### config.mk
export PLATFORM = sky130hd
export DESIGN_NAME = float_alu_issue
export DESIGN_NICKNAME = d
export VERILOG_FILES = /design/src/rtl/float_alu_issue.sv
export SDC_FILE = /design/constraint.sdc
export NUM_CORES = 1
export LEC_CHECK = 0
export BUFFER_PORTS_ARGS = -buffer_cell sky130_fd_sc_hd__buf_2
export CAP_MARGIN = 20
export CELL_PAD_IN_SITES_DETAIL_PLACEMENT = 0
export CELL_PAD_IN_SITES_GLOBAL_PLACEMENT = 1
export CORE_MARGIN = 2
export CORE_UTILIZATION = 45
export DETAILED_ROUTE_END_ITERATION = 10
export MAX_ROUTING_LAYER = met4
export PLACE_DENSITY = 0.78
export SYNTH_ARGS = -nofsm -noshare
export SYNTH_HDL_FRONTEND = slang
export SYNTH_SLANG_ARGS = --single-unit
### constraint.sdc
create_clock -name clk -period 4.7 [get_ports clk]
set_clock_uncertainty 0.05 [all_clocks]
set_input_delay 0.94 -clock clk [delete_from_list [all_inputs] [get_ports clk]]
set_output_delay 0.94 -clock clk [all_outputs]
set_load 0.01 [all_outputs]
### src/rtl/float_alu_issue.sv
// ----------------------------------------------------------------------------
// float_alu_issue
//
// Issue stage sitting in front of float_alu. ALU commands are queued in a
// small FIFO. The FSM pops one command at a time into a set of held operand
// registers and pulses alu_start for a single cycle. It then waits for
// alu_valid and captures the result and flags, together with a sequence tag,
// for downstream writeback. Only one command is in flight at a time.
//
// Parameters
//   DEPTH  FIFO entries (power of 2, >= 2)
//   TAG_W  width of the result sequence tag
//
// Ports
//   clk, rst                 clock (rising edge), synchronous active-high reset
//   cmd_valid / cmd_ready    command handshake (cmd_ready = FIFO not full)
//   cmd_op_code[2:0], cmd_round_mode, cmd_mode_fp, cmd_op_a[31:0],
//   cmd_op_b[31:0]           command fields
//   level                    FIFO occupancy, excluding the in-flight command
//   alu_start                one-cycle start pulse to float_alu
//   alu_op_code, alu_round_mode, alu_mode_fp, alu_op_a, alu_op_b
//                            operands held stable while the ALU works
//   alu_ready                float_alu ready_out
//   alu_valid                float_alu valid_out
//   alu_result[31:0], alu_flags[4:0]
//                            float_alu result and exception flags
//   res_valid                one-cycle strobe for the captured result
//   res_result, res_flags    captured result and flags
//   res_tag[TAG_W-1:0]       sequence number of the result (wraps)
//
// Optional build macro FALU_STICKY_FLAGS_EN adds:
//   flags_clr                clears the sticky flag accumulator
//   flags_sticky[4:0]        OR of the flags of every captured result
// A capture in the same cycle as flags_clr keeps that capture's flags.
// ----------------------------------------------------------------------------
module float_alu_issue #(
    parameter int DEPTH = 4,
    parameter int TAG_W = 4
) (
    input  logic                     clk,
    input  logic                     rst,
    // command side
    input  logic                     cmd_valid,
    output logic                     cmd_ready,
    input  logic [2:0]               cmd_op_code,
    input  logic                     cmd_round_mode,
    input  logic                     cmd_mode_fp,
    input  logic [31:0]              cmd_op_a,
    input  logic [31:0]              cmd_op_b,
    output logic [$clog2(DEPTH):0]   level,
    // ALU side
    output logic                     alu_start,
    output logic [2:0]               alu_op_code,
    output logic                     alu_round_mode,
    output logic                     alu_mode_fp,
    output logic [31:0]              alu_op_a,
    output logic [31:0]              alu_op_b,
    input  logic                     alu_ready,
    input  logic                     alu_valid,
    input  logic [31:0]              alu_result,
    input  logic [4:0]               alu_flags,
`ifdef FALU_STICKY_FLAGS_EN
    input  logic                     flags_clr,
    output logic [4:0]               flags_sticky,
`endif
    // writeback side
    output logic                     res_valid,
    output logic [31:0]              res_result,
    output logic [4:0]               res_flags,
    output logic [TAG_W-1:0]         res_tag
);

    localparam int AW    = $clog2(DEPTH);
    localparam int CMD_W = 3 + 1 + 1 + 32 + 32;
    localparam logic [AW:0] FULL_CNT = (AW+1)'(DEPTH);

    typedef enum logic [1:0] {
        S_IDLE  = 2'd0,
        S_ISSUE = 2'd1,
        S_WAIT  = 2'd2
    } state_t;

    // ------------------------------------------------------------------
    // Command FIFO
    // ------------------------------------------------------------------
    logic [CMD_W-1:0] r_mem [DEPTH];
    logic [AW-1:0]    r_wr_ptr;
    logic [AW-1:0]    r_rd_ptr;
    logic [AW:0]      r_count;

    logic             w_full;
    logic             w_empty;
    logic             w_push;
    logic             w_pop;
    logic [CMD_W-1:0] w_head;

    assign w_full    = (r_count == FULL_CNT);
    assign w_empty   = (r_count == '0);
    assign cmd_ready = !w_full;
    assign level     = r_count;
    // No bypass: a full FIFO refuses the command even if a pop happens now.
    assign w_push    = cmd_valid && !w_full;
    assign w_head    = r_mem[r_rd_ptr];

    // Storage carries no reset; occupancy is tracked by the pointers/count.
    always_ff @(posedge clk) begin
        if (w_push) begin
            r_mem[r_wr_ptr] <= {cmd_op_code, cmd_round_mode, cmd_mode_fp,
                                cmd_op_a, cmd_op_b};
        end
    end

    // DEPTH is a power of 2, so the AW-bit pointers wrap naturally.
    always_ff @(posedge clk) begin
        if (rst) begin
            r_wr_ptr <= '0;
            r_rd_ptr <= '0;
            r_count  <= '0;
        end else begin
            if (w_push) begin
                r_wr_ptr <= r_wr_ptr + AW'(1);
            end
            if (w_pop) begin
                r_rd_ptr <= r_rd_ptr + AW'(1);
            end
            case ({w_push, w_pop})
                2'b10:   r_count <= r_count + (AW+1)'(1);
                2'b01:   r_count <= r_count - (AW+1)'(1);
                default: r_count <= r_count;
            endcase
        end
    end

    // ------------------------------------------------------------------
    // Issue FSM
    // ------------------------------------------------------------------
    state_t r_state;
    state_t w_state_nxt;
    logic   w_capture;

    always_ff @(posedge clk) begin
        if (rst) begin
            r_state <= S_IDLE;
        end else begin
            r_state <= w_state_nxt;
        end
    end

    // alu_valid is only meaningful in WAIT; a stray strobe in IDLE/ISSUE
    // (e.g. from a command abandoned by reset) is dropped.
    always_comb begin
        w_state_nxt = r_state;
        w_pop       = 1'b0;
        w_capture   = 1'b0;
        alu_start   = 1'b0;
        case (r_state)
            S_IDLE: begin
                if (!w_empty && alu_ready) begin
                    w_pop       = 1'b1;
                    w_state_nxt = S_ISSUE;
                end
            end
            S_ISSUE: begin
                alu_start   = 1'b1;
                w_state_nxt = S_WAIT;
            end
            S_WAIT: begin
                if (alu_valid) begin
                    w_capture   = 1'b1;
                    w_state_nxt = S_IDLE;
                end
            end
            default: begin
                w_state_nxt = S_IDLE;
            end
        endcase
    end

    // ------------------------------------------------------------------
    // Held operands: loaded only on pop, so they stay constant through
    // ISSUE and WAIT.
    // ------------------------------------------------------------------
    logic [2:0]  r_alu_op_code;
    logic        r_alu_round_mode;
    logic        r_alu_mode_fp;
    logic [31:0] r_alu_op_a;
    logic [31:0] r_alu_op_b;

    always_ff @(posedge clk) begin
        if (rst) begin
            r_alu_op_code    <= '0;
            r_alu_round_mode <= 1'b0;
            r_alu_mode_fp    <= 1'b0;
            r_alu_op_a       <= '0;
            r_alu_op_b       <= '0;
        end else if (w_pop) begin
            {r_alu_op_code, r_alu_round_mode, r_alu_mode_fp,
             r_alu_op_a, r_alu_op_b} <= w_head;
        end
    end

    assign alu_op_code    = r_alu_op_code;
    assign alu_round_mode = r_alu_round_mode;
    assign alu_mode_fp    = r_alu_mode_fp;
    assign alu_op_a       = r_alu_op_a;
    assign alu_op_b       = r_alu_op_b;

    // ------------------------------------------------------------------
    // Result capture and sequence tag
    // ------------------------------------------------------------------
    logic             r_res_valid;
    logic [31:0]      r_res_result;
    logic [4:0]       r_res_flags;
    logic [TAG_W-1:0] r_res_tag;
    logic [TAG_W-1:0] r_issue_cnt;

    always_ff @(posedge clk) begin
        if (rst) begin
            r_res_valid  <= 1'b0;
            r_res_result <= '0;
            r_res_flags  <= '0;
            r_res_tag    <= '0;
            r_issue_cnt  <= '0;
        end else begin
            r_res_valid <= w_capture;
            if (w_capture) begin
                r_res_result <= alu_result;
                r_res_flags  <= alu_flags;
                r_res_tag    <= r_issue_cnt;
                r_issue_cnt  <= r_issue_cnt + TAG_W'(1);
            end
        end
    end

    assign res_valid  = r_res_valid;
    assign res_result = r_res_result;
    assign res_flags  = r_res_flags;
    assign res_tag    = r_res_tag;

`ifdef FALU_STICKY_FLAGS_EN
    // ------------------------------------------------------------------
    // Sticky flag accumulator; a capture coinciding with a clear keeps
    // only the new flags.
    // ------------------------------------------------------------------
    logic [4:0] r_flags_sticky;

    always_ff @(posedge clk) begin
        if (rst) begin
            r_flags_sticky <= '0;
        end else if (w_capture) begin
            r_flags_sticky <= (flags_clr ? 5'b0 : r_flags_sticky) | alu_flags;
        end else if (flags_clr) begin
            r_flags_sticky <= '0;
        end
    end

    assign flags_sticky = r_flags_sticky;
`endif

endmodule

==> flow_summary.json <==
{
  "wirelength_um": 32610,
  "final.setup.tns_ns": 0,
  "synthToLayoutAreaGrowth_pct": 19.68,
  "seqPwrFrac_pct": 46.1,
  "syn_avg_cell_area_um2": 15.69,
  "grt_usage_pct": 19.44,
  "cts.clk_slew.worst_paths_ns": 0.06,
  "leakage_nw": 6.143,
  "cp.arrival_ns": 1.71,
  "hold_class": "reg -> reg",
  "worstSetupPathType": "reg -> out",
  "gp_congestion": 0.6954,
  "cp_max_fo": 10,
  "placed_cell_area_mm2": 0.01616,
  "finalCriticalPeriod_ns": 2.704,
  "fillCellCount": 2669,
  "postSynthCellCount": 933,
  "yosys_warnings": 0,
  "port_buffers": 226,
  "core.rowCount": 66,
  "worst_slew_pin_slew_ns": 1.119,
  "wl_per_cell_um": 20.01,
  "ys_ff_latch": 400,
  "drive_gt1_share_pct": 32.43,
  "ys_types": 34,
  "cts_made_buffers": 42,
  "slew_violations": 0,
  "clkLatencyLatePin_ns": 0.53,
  "first_global_vias": 8433,
  "die_h_um": 184.4,
  "grt_max_degree": 73,
  "rsz0062_at_grt": "no",
  "cts_resized": 0,
  "initialDrtViolationCount": 519,
  "min_period_over_period_pct": 57.52,
  "avgViaCountPerCell": 5.263,
  "relSlewSlack_pct": 25.29,
  "syn-cell-area_mm2": 0.01464,
  "pin_count": 227,
  "final_antenna_net_count": 0,
  "switchingPower_mw": 2.737,
  "end_kind": "output port",
  "cts_tree": "yes",
  "vias": 8579,
  "dp_hpwl_um": 18890,
  "drt_pass1_iterations": 4,
  "max-cap-violations": 0,
  "grt-ovfl-total": 0,
  "cts_setup_buffers": 0,
  "synthFlopType": "edfxtp_1",
  "clockRootBuffer": "clkbuf_16",
  "grt_antenna_before_repair": 7,
  "async_flop_share_pct": 0,
  "intPower_mw": 6.802,
  "synth_fp_nets": 1051,
  "status": "complete, no violations",
  "drc_errors": 0,
  "synth_edf_count": 276,
  "powerDensity_mw_per_mm2": 544.3,
  "core-area_mm2": 0.03229,
  "cts.sinks": 400,
  "crit_required_ns": 3.71,
  "fmax_mhz": 369.9,
  "die-area_mm2": 0.03400,
  "clock_path_buffers": 3,
  "die_width_um": 184.4,
  "finalHoldViolCount": 0,
  "final_area_mm2": 0.01752,
  "ys_seq_area_share_pct": 73.55,
  "start_util_pct": 45.35,
  "pwr-share-comb_pct": 20.1,
  "hold_buffers": 0,
  "irDropWorstVdd_v": 0.0003550,
  "setup_viol": 0,
  "clkPwrFrac_pct": 33.8,
  "grt_first_pass_wirelength_um": 48880,
  "cts_max_level": 2,
  "startpoint_type": "register",
  "fin_nets": 1265,
  "swShare_pct": 28.69
}
[sequential cells by signal, indices dropped and copies added (netlist names)]
signal	cells
alu_mode_fp	1
alu_op_a	32
alu_op_b	32
alu_op_code	3
alu_round_mode	1
level	3
r_issue_cnt	4
r_mem	276
r_rd_ptr	2
r_state	2
r_wr_ptr	2
res_flags	5
res_result	32
res_tag	4
res_valid	1
[synthesized netlist by cell type (2+ instances only)]
master | instances | area share, %
xnor2_1 | 2 | 0.12
mux4_2 | 69 | 11
and3_1 | 4 | 0.17
nand3_1 | 72 | 2.5
inv_1 | 3 | 0.077
edfxtp_1 | 276 | 57
nand2_1 | 85 | 2.2
a21oi_1 | 117 | 4.0
o21ai_1 | 54 | 1.8
nor2_1 | 8 | 0.21
buf_1 | 7 | 0.18
a21o_1 | 2 | 0.10
buf_2 | 20 | 0.68
buf_4 | 2 | 0.10
dfxtp_1 | 124 | 17
or3b_1 | 2 | 0.12
clkbuf_1 | 37 | 0.95
ha_1 | 6 | 0.51
o21ai_0 | 19 | 0.65
or3_1 | 5 | 0.21
buf_6 | 6 | 0.46
[worst max-delay path, cell delays in order (launching register included)]
cell	delay, ns
dfxtp_1	0.44
or3b_1	0.54
buf_2	0.21
[layer usage]
layer | global-route usage (%) | wire length (um) | up-vias
met5 | - | 0 | -
met4 | 4.832 | 558 | 0
met3 | 4.327 | 2393 | 51
met2 | 31.14 | 15560 | 300
met1 | 25.42 | 14100 | 4209
li1 | - | - | 4019
[layout make-up]
type	instances	area, um^2	area share [%]
multi-input cells	457	3546	20.23
well taps	442	553.0	3.156
flip-flops and latches	400	10780	61.50
diodes	7	17.52	0.09996
repair buffers	242	1266	7.225
clock inverters	17	186.4	1.064
clock buffers	61	1162	6.633
inverters	4	15.01	0.08568
[layout by cell type, fill, tap and decap left out, types with 6 or more instances in the layout]
cell,n
buf_4,16
edfxtp_1,276
ha_1,6
buf_2,225
clkinv_2,6
dfxtp_1,122
diode_2,7
o21ai_0,19
nor2_1,8
nand2_1,85
clkbuf_16,42
clkbuf_1,15
o21ai_1,54
a21oi_1,117
nand3_1,72
mux4_2,69
[power groups by stage]
stage	combinational (mW)	clock (mW)	sequential, mW
after floorplan	1.30	0	4.44
after global placement	1.91	0	4.47
after detailed placement	1.94	0	4.49
after CTS	1.94	3.29	4.41
after global routing	2.10	3.42	4.45
final	1.92	3.22	4.40
[cell families (layout without fill, tap and decap cells)]
kind of cell / Yosys count / count (layout) / share of synthesized area [%]
xor gates and xnor gates: 3 / 3 / 0.1795
adders and majority gates: 7 / 7 / 0.6494
AOI/OAI and AO/OA: 194 / 194 / 6.716
DFF: 400 / 400 / 73.55
buffers and inverters: 76 / 324 / 2.478
muxes: 70 / 70 / 10.68
and+or+nand+nor: 183 / 183 / 5.742
other: 0 / 7 / 0
[path summary, 6_finish.rpt]
kind | startpoint | end | slack, ns | cells after the start
min reg2reg | res_result[12]$_SDFFE_PP0P_ | res_result[12]$_SDFFE_PP0P_ | 0.40 | 2
max | level[2]$_SDFFE_PP0P_ | cmd_ready | 2.00 | 2
max reg2reg | level[0]$_SDFFE_PP0P_ | r_mem[2][65]$_DFFE_PP_ | 2.19 | 3
min | res_result[12]$_SDFFE_PP0P_ | res_result[12]$_SDFFE_PP0P_ | 0.40 | 2
[metrics by stage]
stage | utilization (%) | hold slack [ns] | total power [mW] | std cells | setup WS, ns
detailed placement | 50.04 | 0.3934 | 6.425 | 1545 | 1.934
CTS | 54.22 | 0.4015 | 9.648 | 1623 | 1.981
finish | 54.27 | 0.3987 | 9.539 | 1630 | 1.996
floorplan | - | 0.3891 | 5.743 | 933 | 1.359
global route | 54.27 | 0.4200 | 9.974 | 1630 | 1.918
global placement | 50.04 | 0.3896 | 6.382 | 1545 | 1.961
(Power assumes the default switching activity.)
